==> config.mk <==
export PLATFORM = sky130hd
export DESIGN_NAME = cmos_pixel_packer_flat
export DESIGN_NICKNAME = d
export VERILOG_FILES = /design/src/rtl/cmos_pixel_packer_if.sv /design/src/rtl/cmos_pixel_packer.sv /design/src/flat_wrapper.sv
export SDC_FILE = /design/constraint.sdc
export NUM_CORES = 1
export LEC_CHECK = 0
export ABC_AREA = 1
export BUFFER_PORTS_ARGS = -buffer_cell sky130_fd_sc_hd__buf_2
export CAP_MARGIN = 20
export CORE_UTILIZATION = 58
export CTS_CLUSTER_DIAMETER = 30
export DETAILED_ROUTE_END_ITERATION = 7
export GPL_TIMING_DRIVEN = 0
export PLACE_DENSITY = 0.79
export SYNTH_ARGS = -nofsm -noshare
export SYNTH_HDL_FRONTEND = slang
export SYNTH_SLANG_ARGS = --single-unit
export TNS_END_PERCENT = 10
==> constraint.sdc <==
create_clock -name clk -period 3.3 [get_ports clk]
set_input_delay 0.66 -clock clk [delete_from_list [all_inputs] [get_ports clk]]
set_output_delay 0.66 -clock clk [all_outputs]
set_load 0.005 [all_outputs]
==> src/rtl/cmos_pixel_packer_if.sv <==
// Sensor-side and pixel-side signal bundle for cmos_pixel_packer.
// Latency: none (wires only).
// Backpressure: none; both sides are free-running at the pixel clock.
interface cmos_pixel_packer_if #(
    parameter int IN_W      = 8,
    parameter int PIX_BYTES = 2
);
    logic                      vs_i;
    logic                      de_i;
    logic [IN_W-1:0]           data_i;
    logic                      pix_valid;
    logic [IN_W*PIX_BYTES-1:0] pix_data;
    logic                      pix_sof;
    logic                      pix_eol;
    logic                      vs_o;

    modport master (output vs_i, de_i, data_i,
                    input  pix_valid, pix_data, pix_sof, pix_eol, vs_o);
    modport slave  (input  vs_i, de_i, data_i,
                    output pix_valid, pix_data, pix_sof, pix_eol, vs_o);
endinterface

==> src/rtl/cmos_pixel_packer.sv <==
// Packs PIX_BYTES sensor bytes per pixel, drops warm-up frames, checks line/frame geometry.
// Latency: 1 pclk from the completing byte to pix_valid; vs_o and status pulses also lag by 1.
// Backpressure: none; the sensor cannot be stalled, so excess pixels/lines are suppressed.
module cmos_pixel_packer #(
    parameter int IN_W        = 8,
    parameter int PIX_BYTES   = 2,
    parameter int IMAGE_W     = 1280,
    parameter int IMAGE_H     = 720,
    parameter int SKIP_FRAMES = 2,
    parameter int CNT_W       = 12
) (
    input  logic                clk,
    input  logic                rst,
    input  logic                enable,
    input  logic                byte_swap,
    cmos_pixel_packer_if.slave  pix_if,
    output logic                frame_done,
    output logic                line_err,
    output logic                frame_err,
    output logic [15:0]         frame_cnt
);
    localparam int PIX_W = IN_W * PIX_BYTES;
    localparam int IDX_W = (PIX_BYTES > 1) ? $clog2(PIX_BYTES) : 1;
    localparam int SK_W  = (SKIP_FRAMES > 0) ? $clog2(SKIP_FRAMES + 1) : 1;

    typedef enum logic [1:0] {IDLE, SKIP, ACTIVE} state_t;

    state_t           state, state_nxt;
    logic [SK_W-1:0]  skip_cnt, skip_cnt_nxt;
    logic             vs_r, de_r, fe, line_end, in_active;
    logic             swap_q, sof_pend, err_acc;
    logic [IDX_W-1:0] byte_idx, slot;
    logic [CNT_W-1:0] pix_cnt, line_cnt;
    logic [PIX_W-1:0] pix_buf, pix_word;
    logic             capture, pix_done, pix_emit, line_bad;

    assign fe        = pix_if.vs_i & ~vs_r;
    assign line_end  = ~pix_if.de_i & de_r;
    assign in_active = (state == ACTIVE);

    // Bytes coinciding with a frame edge belong to no line and are ignored.
    assign capture   = in_active & ~fe & pix_if.de_i;
    assign pix_done  = capture && (int'(byte_idx) == PIX_BYTES - 1);
    assign pix_emit  = pix_done && (pix_cnt < CNT_W'(IMAGE_W)) && (line_cnt < CNT_W'(IMAGE_H));
    assign line_bad  = (pix_cnt != CNT_W'(IMAGE_W)) || (byte_idx != '0) ||
                       (line_cnt >= CNT_W'(IMAGE_H));

    always_comb begin
        state_nxt    = state;
        skip_cnt_nxt = skip_cnt;
        if (fe) begin
            case (state)
                IDLE: begin
                    if (enable) begin
                        skip_cnt_nxt = '0;
                        if (SKIP_FRAMES == 0) state_nxt = ACTIVE;
                        else                  state_nxt = SKIP;
                    end
                end
                SKIP: begin
                    if (int'(skip_cnt) + 1 >= SKIP_FRAMES) state_nxt = ACTIVE;
                    else skip_cnt_nxt = skip_cnt + SK_W'(1);
                end
                ACTIVE: begin
                    if (!enable) state_nxt = IDLE;
                end
                default: state_nxt = IDLE;
            endcase
        end
    end

    // Slot 0 is the MS byte; swap mirrors the slot order.
    always_comb begin
        slot     = swap_q ? (IDX_W'(PIX_BYTES - 1) - byte_idx) : byte_idx;
        pix_word = pix_buf;
        pix_word[(PIX_BYTES - 1 - int'(slot)) * IN_W +: IN_W] = pix_if.data_i;
    end

    always_ff @(posedge clk or posedge rst) begin
        if (rst) begin
            state            <= IDLE;
            skip_cnt         <= '0;
            vs_r             <= 1'b0;
            de_r             <= 1'b0;
            swap_q           <= 1'b0;
            sof_pend         <= 1'b0;
            err_acc          <= 1'b0;
            byte_idx         <= '0;
            pix_cnt          <= '0;
            line_cnt         <= '0;
            pix_buf          <= '0;
            pix_if.pix_valid <= 1'b0;
            pix_if.pix_data  <= '0;
            pix_if.pix_sof   <= 1'b0;
            pix_if.pix_eol   <= 1'b0;
            pix_if.vs_o      <= 1'b0;
            frame_done       <= 1'b0;
            line_err         <= 1'b0;
            frame_err        <= 1'b0;
            frame_cnt        <= '0;
        end else begin
            state            <= state_nxt;
            skip_cnt         <= skip_cnt_nxt;
            vs_r             <= pix_if.vs_i;
            de_r             <= pix_if.de_i;
            pix_if.vs_o      <= pix_if.vs_i;
            pix_if.pix_valid <= pix_emit;
            pix_if.pix_sof   <= pix_emit & sof_pend;
            pix_if.pix_eol   <= pix_emit && (pix_cnt == CNT_W'(IMAGE_W - 1));
            frame_done       <= 1'b0;
            frame_err        <= 1'b0;
            line_err         <= 1'b0;
            if (pix_emit) begin
                pix_if.pix_data <= pix_word;
                sof_pend        <= 1'b0;
            end
            if (fe) begin
                swap_q   <= byte_swap;
                byte_idx <= '0;
                pix_cnt  <= '0;
                line_cnt <= '0;
                err_acc  <= 1'b0;
                sof_pend <= (state_nxt == ACTIVE);
                if (in_active) begin
                    frame_done <= 1'b1;
                    frame_err  <= (line_cnt != CNT_W'(IMAGE_H)) || err_acc || de_r;
                    frame_cnt  <= frame_cnt + 16'd1;
                end
            end else if (in_active) begin
                if (line_end) begin
                    byte_idx <= '0;
                    pix_cnt  <= '0;
                    if (line_cnt != '1) line_cnt <= line_cnt + CNT_W'(1);
                    line_err <= line_bad;
                    err_acc  <= err_acc | line_bad;
                end else if (capture) begin
                    pix_buf <= pix_word;
                    if (pix_done) begin
                        byte_idx <= '0;
                        if (pix_cnt != '1) pix_cnt <= pix_cnt + CNT_W'(1);
                    end else begin
                        byte_idx <= byte_idx + IDX_W'(1);
                    end
                end
            end
        end
    end
endmodule

==> src/flat_wrapper.sv <==
// flat-port wrapper written by rule: the top's interface ports become plain ports
module cmos_pixel_packer_flat 
#(
    parameter int IN_W        = 8,
    parameter int PIX_BYTES   = 2,
    parameter int IMAGE_W     = 1280,
    parameter int IMAGE_H     = 720,
    parameter int SKIP_FRAMES = 2,
    parameter int CNT_W       = 12
)
  (clk, rst, enable, byte_swap, frame_done, line_err, frame_err, frame_cnt, pix_if_vs_i, pix_if_de_i, pix_if_data_i, pix_if_pix_valid, pix_if_pix_data, pix_if_pix_sof, pix_if_pix_eol, pix_if_vs_o);
  cmos_pixel_packer_if #(.IN_W(IN_W), .PIX_BYTES(PIX_BYTES)) pix_if_i ();
  input  logic clk;
  input  logic rst;
  input  logic enable;
  input  logic byte_swap;
  output logic frame_done;
  output logic line_err;
  output logic frame_err;
  output logic [15:0] frame_cnt;
  input wire logic [$bits(pix_if_i.vs_i)-1:0] pix_if_vs_i;
  input wire logic [$bits(pix_if_i.de_i)-1:0] pix_if_de_i;
  input wire logic [$bits(pix_if_i.data_i)-1:0] pix_if_data_i;
  output wire logic [$bits(pix_if_i.pix_valid)-1:0] pix_if_pix_valid;
  output wire logic [$bits(pix_if_i.pix_data)-1:0] pix_if_pix_data;
  output wire logic [$bits(pix_if_i.pix_sof)-1:0] pix_if_pix_sof;
  output wire logic [$bits(pix_if_i.pix_eol)-1:0] pix_if_pix_eol;
  output wire logic [$bits(pix_if_i.vs_o)-1:0] pix_if_vs_o;
  assign pix_if_i.vs_i = pix_if_vs_i;
  assign pix_if_i.de_i = pix_if_de_i;
  assign pix_if_i.data_i = pix_if_data_i;
  assign pix_if_pix_valid = pix_if_i.pix_valid;
  assign pix_if_pix_data = pix_if_i.pix_data;
  assign pix_if_pix_sof = pix_if_i.pix_sof;
  assign pix_if_pix_eol = pix_if_i.pix_eol;
  assign pix_if_vs_o = pix_if_i.vs_o;
  cmos_pixel_packer #(.IN_W(IN_W), .PIX_BYTES(PIX_BYTES), .IMAGE_W(IMAGE_W), .IMAGE_H(IMAGE_H), .SKIP_FRAMES(SKIP_FRAMES), .CNT_W(CNT_W)) u_core (.clk(clk), .rst(rst), .enable(enable), .byte_swap(byte_swap), .pix_if(pix_if_i), .frame_done(frame_done), .line_err(line_err), .frame_err(frame_err), .frame_cnt(frame_cnt));
endmodule
==> run summary, run 1 <==
# resized after CTS: 0
Slew headroom: 45.4%
wire per inst: 12.8 um
Worst-Skew Late Latency: 0.36 ns
Max Cap Viol: 0
Power Total: 3.00 mW
top-area cell type share of the netlist area: 49.0%
die height: 90.0 um
mux contribution to synthesized area: 0%
pwr dens: 591 nW/um^2
Initial Util: 60.9%
Port Buffers: 52
TritonRoute pass-1 iters: 5
Worst R2R Path Depth: 8
initial antenna violation count: 0
share of layout cells above drive strength 1: 16.8%
top cells by area, synth: dfrtp_1 (49%), nand2_1 (14%), nand3_1 (5.3%), inv_1 (5.1%), o21ai_0 (4.9%)
starting DRC count in detailed routing: 173
CTS buffer count: 9
overflow left after global routing: 0
post-CTS setup buffer count: 0
Post-Route WL: 9.41 mm
min Tclk post-route: 1.75 ns
crit path kind: register to register
Max IR drop VDD: 0.317 mV
RSZ-0062 raised after global routing: false
Static Leakage: 2.64 nW
syn nets: 588
Fin. Hold Viols: 0
pre-CTS WS: 1.27 ns
Mapped Area: 4490 sq um
Reg clk slew, reported paths: 0.09 ns
CP Max Fanout: 7
Filler cells: 651
Seq/Total Area, Yosys: 49.0%
Slew @ Worst Pin: 0.809 ns
crit end category: register
chip width: 90.0 um
largest net degree at the start of global routing: 54
Seq cells post-synth: 88
asr flop ratio synth: 100%
ys flop type: dfrtp_1
CTS H-tree depth: 3
Hold WC Path Type: primary input to asynchronous set/reset pin
Worst setup SP type: register
Post-route DRC: 0
CP required: 3.53 ns
total track usage: 24.4%
Layout Area Growth over Synthesis: 12.9%
hold_buf cts: 0
DIE AREA: 8100 sq um
gp weighted congestion: 0.864
dpl hpwl: 6.89 mm
layout net count: 652
vias: 3866
Synth Area in Simple Gates: 30.5%
CP Data Arrival Time: 1.98 ns
Core ar.: 7370 sq um
Rows: 31
skew final: 0.0126 ns
synthesis warning total: 0
synthesized instance count: 568
Final Setup Violations: 0
Post-Synth XOR/XNOR Area: 3.87%
n_diodes: 0
clock buffer depth: 2
top cells by count, synth: nand2_1 (172), dfrtp_1 (88), inv_1 (61)
via/cell ratio: 5.26
Compound-Gate Fraction of Synth Area: 7.38%
dominant cell type by area after synthesis: dfrtp_1
I/O pin count: 53
clock sink count: 88
main combinational cell family by area after synthesis: simple AND/OR/NAND/NOR gates
DRT antenna net count: 0
most common cell in the synthesized netlist: nand2_1
max-slew violation count: 0
root buffer cell: clkbuf_8
global-route wire length before repair: 15.9 mm
Final WS setup: 1.55 ns
number of global-route vias before repair: 3499
CTS tree: built
final worst-path cycle share: 53.2%
synth unique cells: 33
Max Fclk: 570 MHz
outcome: completed
adder-cell share of the synthesized area: 1.67%
EDFF count, synth: 0
mean post-synth cell area: 7.91 sq um
## path summary, 6_finish.rpt
| path | start | end | slack [ns] |
|---|---|---|---|
| setup reg to reg | u_core.pix_cnt[1] | u_core.pix_cnt[0] | 1.55 |
| setup / recovery | u_core.pix_cnt[1] | u_core.pix_cnt[0] | 1.55 |
| hold / removal | rst | u_core.frame_cnt[12] | 0.31 |
| min in group clk | pix_if_vs_i | u_core.pix_if.vs_o | 0.47 |
| hold reg to reg | u_core.pix_if.pix_data[5] | u_core.pix_if.pix_data[5] | 0.47 |
| max in group asynchronous | rst | u_core.line_cnt[10] | 2.36 |
## sequential cells by signal, summed over array words and instances, names as in the netlist, 2 cells and up
name                    cells
u_core.frame_cnt           16
u_core.pix_buf             16
u_core.pix_if.pix_data     16
u_core.line_cnt            12
u_core.pix_cnt             12
u_core.skip_cnt             2
u_core.state                2
## metrics by stage
step / utilization, % / hold WS, ns / cells / instance area [sq um] / setup TNS [ns]
after global placement: 66.1 / 0.450 / 719 / 4870 / -53.80
after floorplan: - / 0.450 / 568 / 4490 / 0
after global routing: 68.8 / 0.353 / 735 / 5070 / 0
final: 68.8 / 0.314 / 735 / 5070 / 0
after detailed placement: 66.6 / 0.454 / 720 / 4900 / 0
after CTS: 68.8 / 0.328 / 735 / 5070 / 0
## power breakdown
| group | switching, mW | internal (mW) |
|---|---|---|
| Sequential | 0.157 | 1.34 |
| Combinational | 0.514 | 0.318 |
| Clock | 0.392 | 0.272 |
| Total | 1.06 | 1.93 |
## per-layer routing
layer | global-route usage, % | vias up | share of wire, %
met1 | 32.6 | 1848 | 45
met5 | 0 | - | 0
met3 | 4.74 | 9 | 4.1
met2 | 41.0 | 75 | 50
li1 | - | 1934 | -
met4 | 6.45 | 0 | 0.74
## cells by family after synthesis
group / Yosys count
flip-flops: 88
XOR/XNOR: 19
AND/OR/NAND/NOR: 310
AO/OA/AOI/OAI: 63
buffers and inverters: 82
adder cells (fa/ha/maj): 6
## layout make-up
class	instances	area, sq um	share of cell area (%)
well taps	99	124	2.44
clock buffers	9	124	2.44
multi-input cells	398	1950	38.4
clock inverters	6	42.5	0.839
flip-flops and latches	88	2200	43.4
repair buffers	53	288	5.67
inverters	65	246	4.86
plain buffers	17	95.1	1.88
## placed cells by master (no fill, tap or decap), drive strengths merged
master	instances
nand2	177
dfrtp	88
inv	67
buf	65
nor2	57
nand3	48
o21ai	48
nand4	16
clkbuf	14
xor2	13
a21oi	10
nor3	9
ha	6
xnor2	6
or2	2
o21bai	2
clkinv	2
clkinvlp	2
o311ai	1
a31oi	1
a22oi	1
nor3b	1
## worst max-delay path, cell delays in order (launching register included)
cell,delay [ns]
dfrtp_1,0.41
ha_1,0.30
nand3_1,0.19
nor2_2,0.18
nand2_1,0.12
nand2_2,0.18
inv_2,0.10
nand3_1,0.07
o21ai_0,0.09
No activity file was read; power rests on OpenSTA's default activity.
==> run 2: changes to the inputs <==
Settings changed: ABC_AREA 1 to 0, PLACE_DENSITY 0.79 to 0.8.
Clock period 3.3 ns to 1.7 ns, I/O delays scaled along.
==> run 2 against run 1 <==
Effect of this change:
- the flow now finishes with violations (negative setup slack)
- combinational power increased by 120%
- total power up 110%
- first-iteration DRC count decreased by 8.1%
- sequential power grew 100%
- non-clock buffer count increased by 18
- via count fell by 12%
- flip-flop and latch count did not move
- core utilization grew 7.2 points
- clock-buffer cell count grew 1
==> run summary, run 2 <==
largest net degree at the start of global routing: 42
reg-to-reg startpoint: u_core.pix_cnt[6]
CP required: 1.97 ns
Seq cells post-synth: 88
Reg area: 2210 sq um
wire per inst: 16.6 um
Final Setup Violations: 12
Slew headroom: 68.9%
Rows: 30
clock sink count: 88
flop2flop setup slack: -0.16 ns
starting DRC count in detailed routing: 159
Max Cap Viol: 0
synthesis warning total: 0
Synth Area in Simple Gates: 18.8%
Worst R2R Path Depth: 5
gp weighted congestion: 0.840
Post-Synth XOR/XNOR Area: 5.40%
Post-Route WL: 9.78 mm
synth unique cells: 50
Seq/Total Area, Yosys: 52.5%
dpl hpwl: 6.18 mm
CP max-delay cell: or4_1
Mapped Area: 4190 sq um
Hold Path Depth: 1
register share of total power: 46.9%
CP top delay family: simple AND/OR/NAND/NOR gates
clock buffer depth: 2
TritonRoute pass-1 iters: 4
CTS buffer count: 9
Filler cells: 472
failing checks: negative setup slack
min Tclk post-route: 1.86 ns
Max IR drop VDD: 1.01 mV
vias: 3399
biggest regs: u_core.frame_cnt: 16 flops, u_core.pix_buf: 16 flops, u_core.pix_if.pix_data: 16 flops
synthesized instance count: 401
I/O pin count: 53
most common cell after layout, fill and taps aside: dfrtp_1
Static Leakage: 2.46 nW
Setup crit start: u_core.pix_cnt[6]
Switch Pwr: 2.12 mW
RSZ-0062 raised after global routing: true
crit path kind: register to register
Placed Cells incl. Taps: 551
ys flop type: dfrtp_1
CP Max Fanout: 4
Hold WC Path Type: primary input to register
dominant cell type by area after synthesis: dfrtp_1
mean post-synth cell area: 10.5 sq um
most frequent cells in the layout: dfrtp_1 (80), buf_2 (53), nor2_1 (39), nand2_1 (31), a21oi_1 (25)
top cells by count, synth: dfrtp_1 (88), nor2_1 (42), nand2_1 (31)
Final WS setup: -0.161 ns
Initial Util: 60.7%
top-area cell type share of the netlist area: 52.5%
total track usage: 27.1%
CTS H-tree depth: 3
Crit path depth: 5
root buffer cell: clkbuf_8
outcome: complete, but fails checks
layout net count: 509
Post-route DRC: 0
pwr dens: 1220 nW/um^2
die height: 87.0 um
initial antenna violation count: 0
critical path cell sequence: nand4_4, or3_4, buf_4, or4_1, a21oi_1
main combinational cell family by area after synthesis: simple AND/OR/NAND/NOR gates
EDFF count, synth: 0
final worst-path cycle share: 109%
share of layout cells above drive strength 1: 33.2%
RR Endpoint: u_core.pix_cnt[11]
max-slew violation count: 0
Layout Area Growth over Synthesis: 25.2%
most common cell in the synthesized netlist: dfrtp_1
Slew @ Worst Pin: 0.467 ns
WP buf/inv: 1
footprint of the multi-input gates: 2060 sq um
number of global-route vias before repair: 3319
Port Buffers: 52
Max Fclk: 537 MHz
Logic pwr share: 29.2%
mux contribution to synthesized area: 8.36%
CTS tree: built
worst setup path endpoint: u_core.pix_cnt[11]
internal power: 4.28 mW
Fin. Hold Viols: 0
Compound-Gate Fraction of Synth Area: 10.4%
syn nets: 421
Core ar.: 6910 sq um
adder-cell share of the synthesized area: 1.79%
crit end category: register
sw frac: 33.1%
Reg clk slew, reported paths: 0.09 ns
global-route wire length before repair: 15.6 mm
CP Data Arrival Time: 2.13 ns
Largest stage delay, worst path: 0.50 ns
setup_tns: -1.00 ns
overflow left after global routing: 0
DRT antenna net count: 0
DIE AREA: 7570 sq um
Clock Power Share: 23.9%
final std cells w/o fill: 590
via/cell ratio: 5.76
Worst-Skew Late Latency: 0.36 ns
Worst setup SP type: register
asr flop ratio synth: 100%
n_diodes: 0
top cells by area, synth: dfrtp_1 (53%), mux2_2 (4.3%), mux2i_1 (4.1%), nor2_1 (3.8%), xnor2_1 (3.8%)
skew final: 0.0137 ns
chip width: 87.0 um
-- run 2: cell count changes after synthesis, moves of 7 or more --
cell / before / now
nand4_1: 15 / 6
inv_1: 61 / 14
xor2_1: 13 / 6
mux2i_1: 0 / 17
nand2_1: 172 / 31
nand3_1: 48 / 19
or3_1: 0 / 7
a21oi_1: 10 / 26
mux2_2: 0 / 16
o21ai_0: 44 / 18
xnor2_1: 5 / 18
-- run 2: worst min-delay path by stage --
stage,end,start
5_1_grt,u_core.de_r,pix_if_de_i
3_5_place_dp,u_core.pix_if.pix_valid,rst
6_report,u_core.de_r,pix_if_de_i
3_3_place_gp,u_core.frame_cnt[15],u_core.frame_cnt[15]
2_1_floorplan,u_core.de_r,pix_if_de_i
4_1_cts,u_core.pix_if.vs_o,pix_if_vs_i
-- run 2: cell families (layout without fill, tap and decap cells) --
kind of cell	count (synthesis)	after routing
xor+xnor	25	25
flops	88	88
simple gates	151	151
compound gates	71	71
mux	33	33
fa+ha+maj	6	6
buf+inv	27	120
-- run 2: worst reg2reg max path: stages, from the launching register on --
cell     delay, ns
dfrtp_1       0.42
nand4_4       0.12
or3_4         0.41
buf_4         0.16
or4_1         0.51
a21oi_1       0.17
-- run 2: per-stage QoR --
stage / area (sq um) / hold WS (ns) / setup slack, ns / total power, mW / utilization, %
final: 5250 / 0.179 / -0.161 / 6.40 / 76.0
after global routing: 5250 / 0.176 / -0.190 / 6.77 / 76.0
after CTS: 5080 / 0.158 / -0.0786 / 6.38 / 73.6
after detailed placement: 4620 / 0.314 / -0.436 / 4.66 / 66.8
after global placement: 4580 / 0.455 / -0.410 / 4.53 / 66.3
after floorplan: 4200 / 0.371 / -0.0622 / 4.09 / -
-- run 2: layout make-up --
cell class              count  area share [%]
plain buffers               9            1.31
clock buffers              10            2.62
clock inverters             6            1.45
inverters                  16            1.26
multi-input cells         286            39.3
flip-flops and latches     88            42.1
well taps                  96            2.29
repair buffers             79            9.65
-- run 2: metal layers --
metal  part of all wire [%]  track usage, %
met4                    1.5            10.3
met5                      0               0
met3                    4.9            5.40
met2                     51            46.3
met1                     42            34.1
-- run 2: power groups by stage --
stage	logic (mW)	clock network, mW	registers, mW
2_1_floorplan	1.19	0	2.90
3_3_place_gp	1.61	0	2.92
3_5_place_dp	1.71	0	2.95
4_1_cts	1.84	1.56	2.98
5_1_grt	2.07	1.64	3.06
6_report	1.87	1.53	3.00
-- run 2: repair_timing --
action,CTS,global route
buffers inserted,13,9
pin swaps,6,12
gates resized for setup,33,28
endpoints found under the setup margin,62,60
hold buffers,1,0
hold endpoints to repair,9,0
cloned,2,0
==> run 3: changes to the inputs <==
--- a/config.mk
+++ b/config.mk
@@ -14,3 +14,5 @@
 export GPL_TIMING_DRIVEN = 0
+export MAX_ROUTING_LAYER = met4
 export PLACE_DENSITY = 0.8
+export SLEW_MARGIN = 20
 export SYNTH_ARGS = -nofsm -noshare
--- a/constraint.sdc
+++ b/constraint.sdc
@@ -3,2 +3,2 @@
 set_output_delay 0.34 -clock clk [all_outputs]
-set_load 0.005 [all_outputs]
+set_load 0.01 [all_outputs]
==> run 3 against run 2 <==
Effect of this change:
- the flow still finishes with violations (negative setup slack)
- total power up 2.8%
- critical path depth up 1
- cell area up 2.4%
- largest power group unchanged
- largest cell class unchanged
==> run summary, run 3 (synthesis results as in run 2) <==
RR Endpoint: u_core.pix_cnt[7]
WHS: 0.170 ns
CP required: 1.98 ns
DRT antenna net count: 0
Placed Instance Area: 4650 sq um
fin area: 5380 sq um
gp weighted congestion: 0.853
setup_tns: -1.91 ns
reg-to-reg startpoint: u_core.pix_cnt[6]
overflow left after global routing: 0
via/cell ratio: 5.92
Worst-Skew Late Latency: 0.36 ns
Slew @ Worst Pin: 0.483 ns
layout net count: 513
pwr dens: 1220 nW/um^2
Clock Power Share: 22.2%
Reg clk slew, reported paths: 0.09 ns
max-slew violation count: 0
Max Fclk: 547 MHz
pre-CTS WS: -0.456 ns
root buffer cell: clkbuf_8
skew final: 0.00978 ns
initial antenna violation count: 0
Switch Pwr: 2.28 mW
failing checks: negative setup slack
Fin. Hold Viols: 0
Final Setup Violations: 36
outcome: complete, but fails checks
global routing usage on met2: 45.2%
RSZ-0062 raised after global routing: true
GR peak layer: met2
met3 Use GR: 5.69%
Filler cells: 444
final worst-path cycle share: 108%
Core ar.: 6910 sq um
Final WS setup: -0.130 ns
clock buffer depth: 2
Power Total: 6.58 mW
share of layout cells above drive strength 1: 35.1%
Slew headroom: 67.8%
chip width: 87.0 um
Post-Route WL: 10.3 mm
I/O pin count: 53
total track usage: 28.1%
Logic pwr share: 31.9%
CTS H-tree depth: 3
Initial Util: 60.7%
Max IR drop VDD: 0.948 mV
vias: 3515
Hold Path Depth: 1
post-layout util: 77.9%
CTS buffer count: 9
final std cells w/o fill: 594
Port Buffers: 52
CP Max Fanout: 7
DIE AREA: 7570 sq um
most frequent cells in the layout: dfrtp_1 (80), buf_2 (52), nor2_1 (38), nand2_1 (31)
min Tclk post-route: 1.83 ns
n_diodes: 0
Worst R2R Path Depth: 6
register share of total power: 46.0%
Static Leakage: 2.50 nW
die height: 87.0 um
min-delay src: pix_if_vs_i
flop2flop setup slack: -0.13 ns
clock sink count: 88
met1 Use GR: 34.3%
starting DRC count in detailed routing: 204
CTS tree: built
internal power: 4.30 mW
biggest regs: u_core.frame_cnt: 16 flops, u_core.pix_buf: 16 flops, u_core.pix_if.pix_data: 16 flops
crit path kind: register to register
Max Cap Viol: 0
CP Data Arrival Time: 2.11 ns
Hold WC Path Type: primary input to register
largest net degree at the start of global routing: 36
number of global-route vias before repair: 3376
wire per inst: 17.4 um
most common cell after layout, fill and taps aside: dfrtp_1
global-route wire length before repair: 15.7 mm
TritonRoute pass-1 iters: 5
crit end category: register
Post-route DRC: 0
Worst setup SP type: register
Layout Area Growth over Synthesis: 28.3%
Placed Cells incl. Taps: 552
Rows: 30
Worst Hold End: u_core.pix_if.vs_o
sw frac: 34.7%
dpl hpwl: 6.34 mm
==> run 3: cell count changes in the layout (fill, tap and decap cells not counted), sizes merged <==
cell and change:
buf +3, clkbuf +1, clkinv -2, clkinvlp +2
==> run 3: critical path: stages, from the launching register on <==
cell and delay, ns:
dfrtp_1 0.42, nand4_4 0.12, or3_4 0.42, o31ai_4 0.39, buf_6 0.19, o31ai_2 0.07
a21oi_2 0.16
==> run 3: worst max-delay path by stage <==
stage                     slack, ns            endpoint  cells after the start                from
final                         -0.13   u_core.pix_cnt[7]                      6   u_core.pix_cnt[6]
after global routing          -0.19   u_core.pix_cnt[7]                      6   u_core.pix_cnt[6]
after CTS                     -0.05   u_core.pix_cnt[0]                      6   u_core.pix_cnt[5]
after detailed placement      -0.46     u_core.sof_pend                      5  u_core.line_cnt[9]
after global placement        -0.41     u_core.sof_pend                      5  u_core.line_cnt[9]
after floorplan               -0.06  u_core.pix_buf[10]                      5     u_core.byte_idx
==> run 3: cell type report <==
| cell class | instances | area [sq um] | share of cell area [%] |
|---|---|---|---|
| repair buffers | 83 | 598 | 11.1 |
| well taps | 96 | 120 | 2.23 |
| clock buffers | 10 | 128 | 2.37 |
| inverters | 16 | 66.3 | 1.23 |
| plain buffers | 9 | 78.8 | 1.47 |
| multi-input cells | 286 | 2110 | 39.2 |
| clock inverters | 6 | 67.6 | 1.26 |
| flip-flops and latches | 88 | 2210 | 41.1 |
==> run 3: power groups by stage <==
stage | clock network, mW | registers, mW | logic (mW)
2_1_floorplan | 0 | 2.98 | 1.19
3_3_place_gp | 0 | 2.92 | 1.70
3_5_place_dp | 0 | 2.95 | 1.81
4_1_cts | 1.47 | 2.98 | 1.86
5_1_grt | 1.57 | 3.07 | 2.28
6_report | 1.46 | 3.02 | 2.10
==> run 3: repair_timing <==
action	in CTS	in global routing
hold buffers	1	0
gates resized for setup	35	41
pin swaps	7	16
endpoints found under the hold margin	12	0
setup buffers	7	17
setup endpoints to repair	65	62
cloned	1	2
==> run 3: layer usage <==
layer  part of all wire, %  vias up
li1                      -     1601
met4                   2.6        0
met5                     0        -
met2                    52      118
met1                    41     1770
met3                   4.6       26
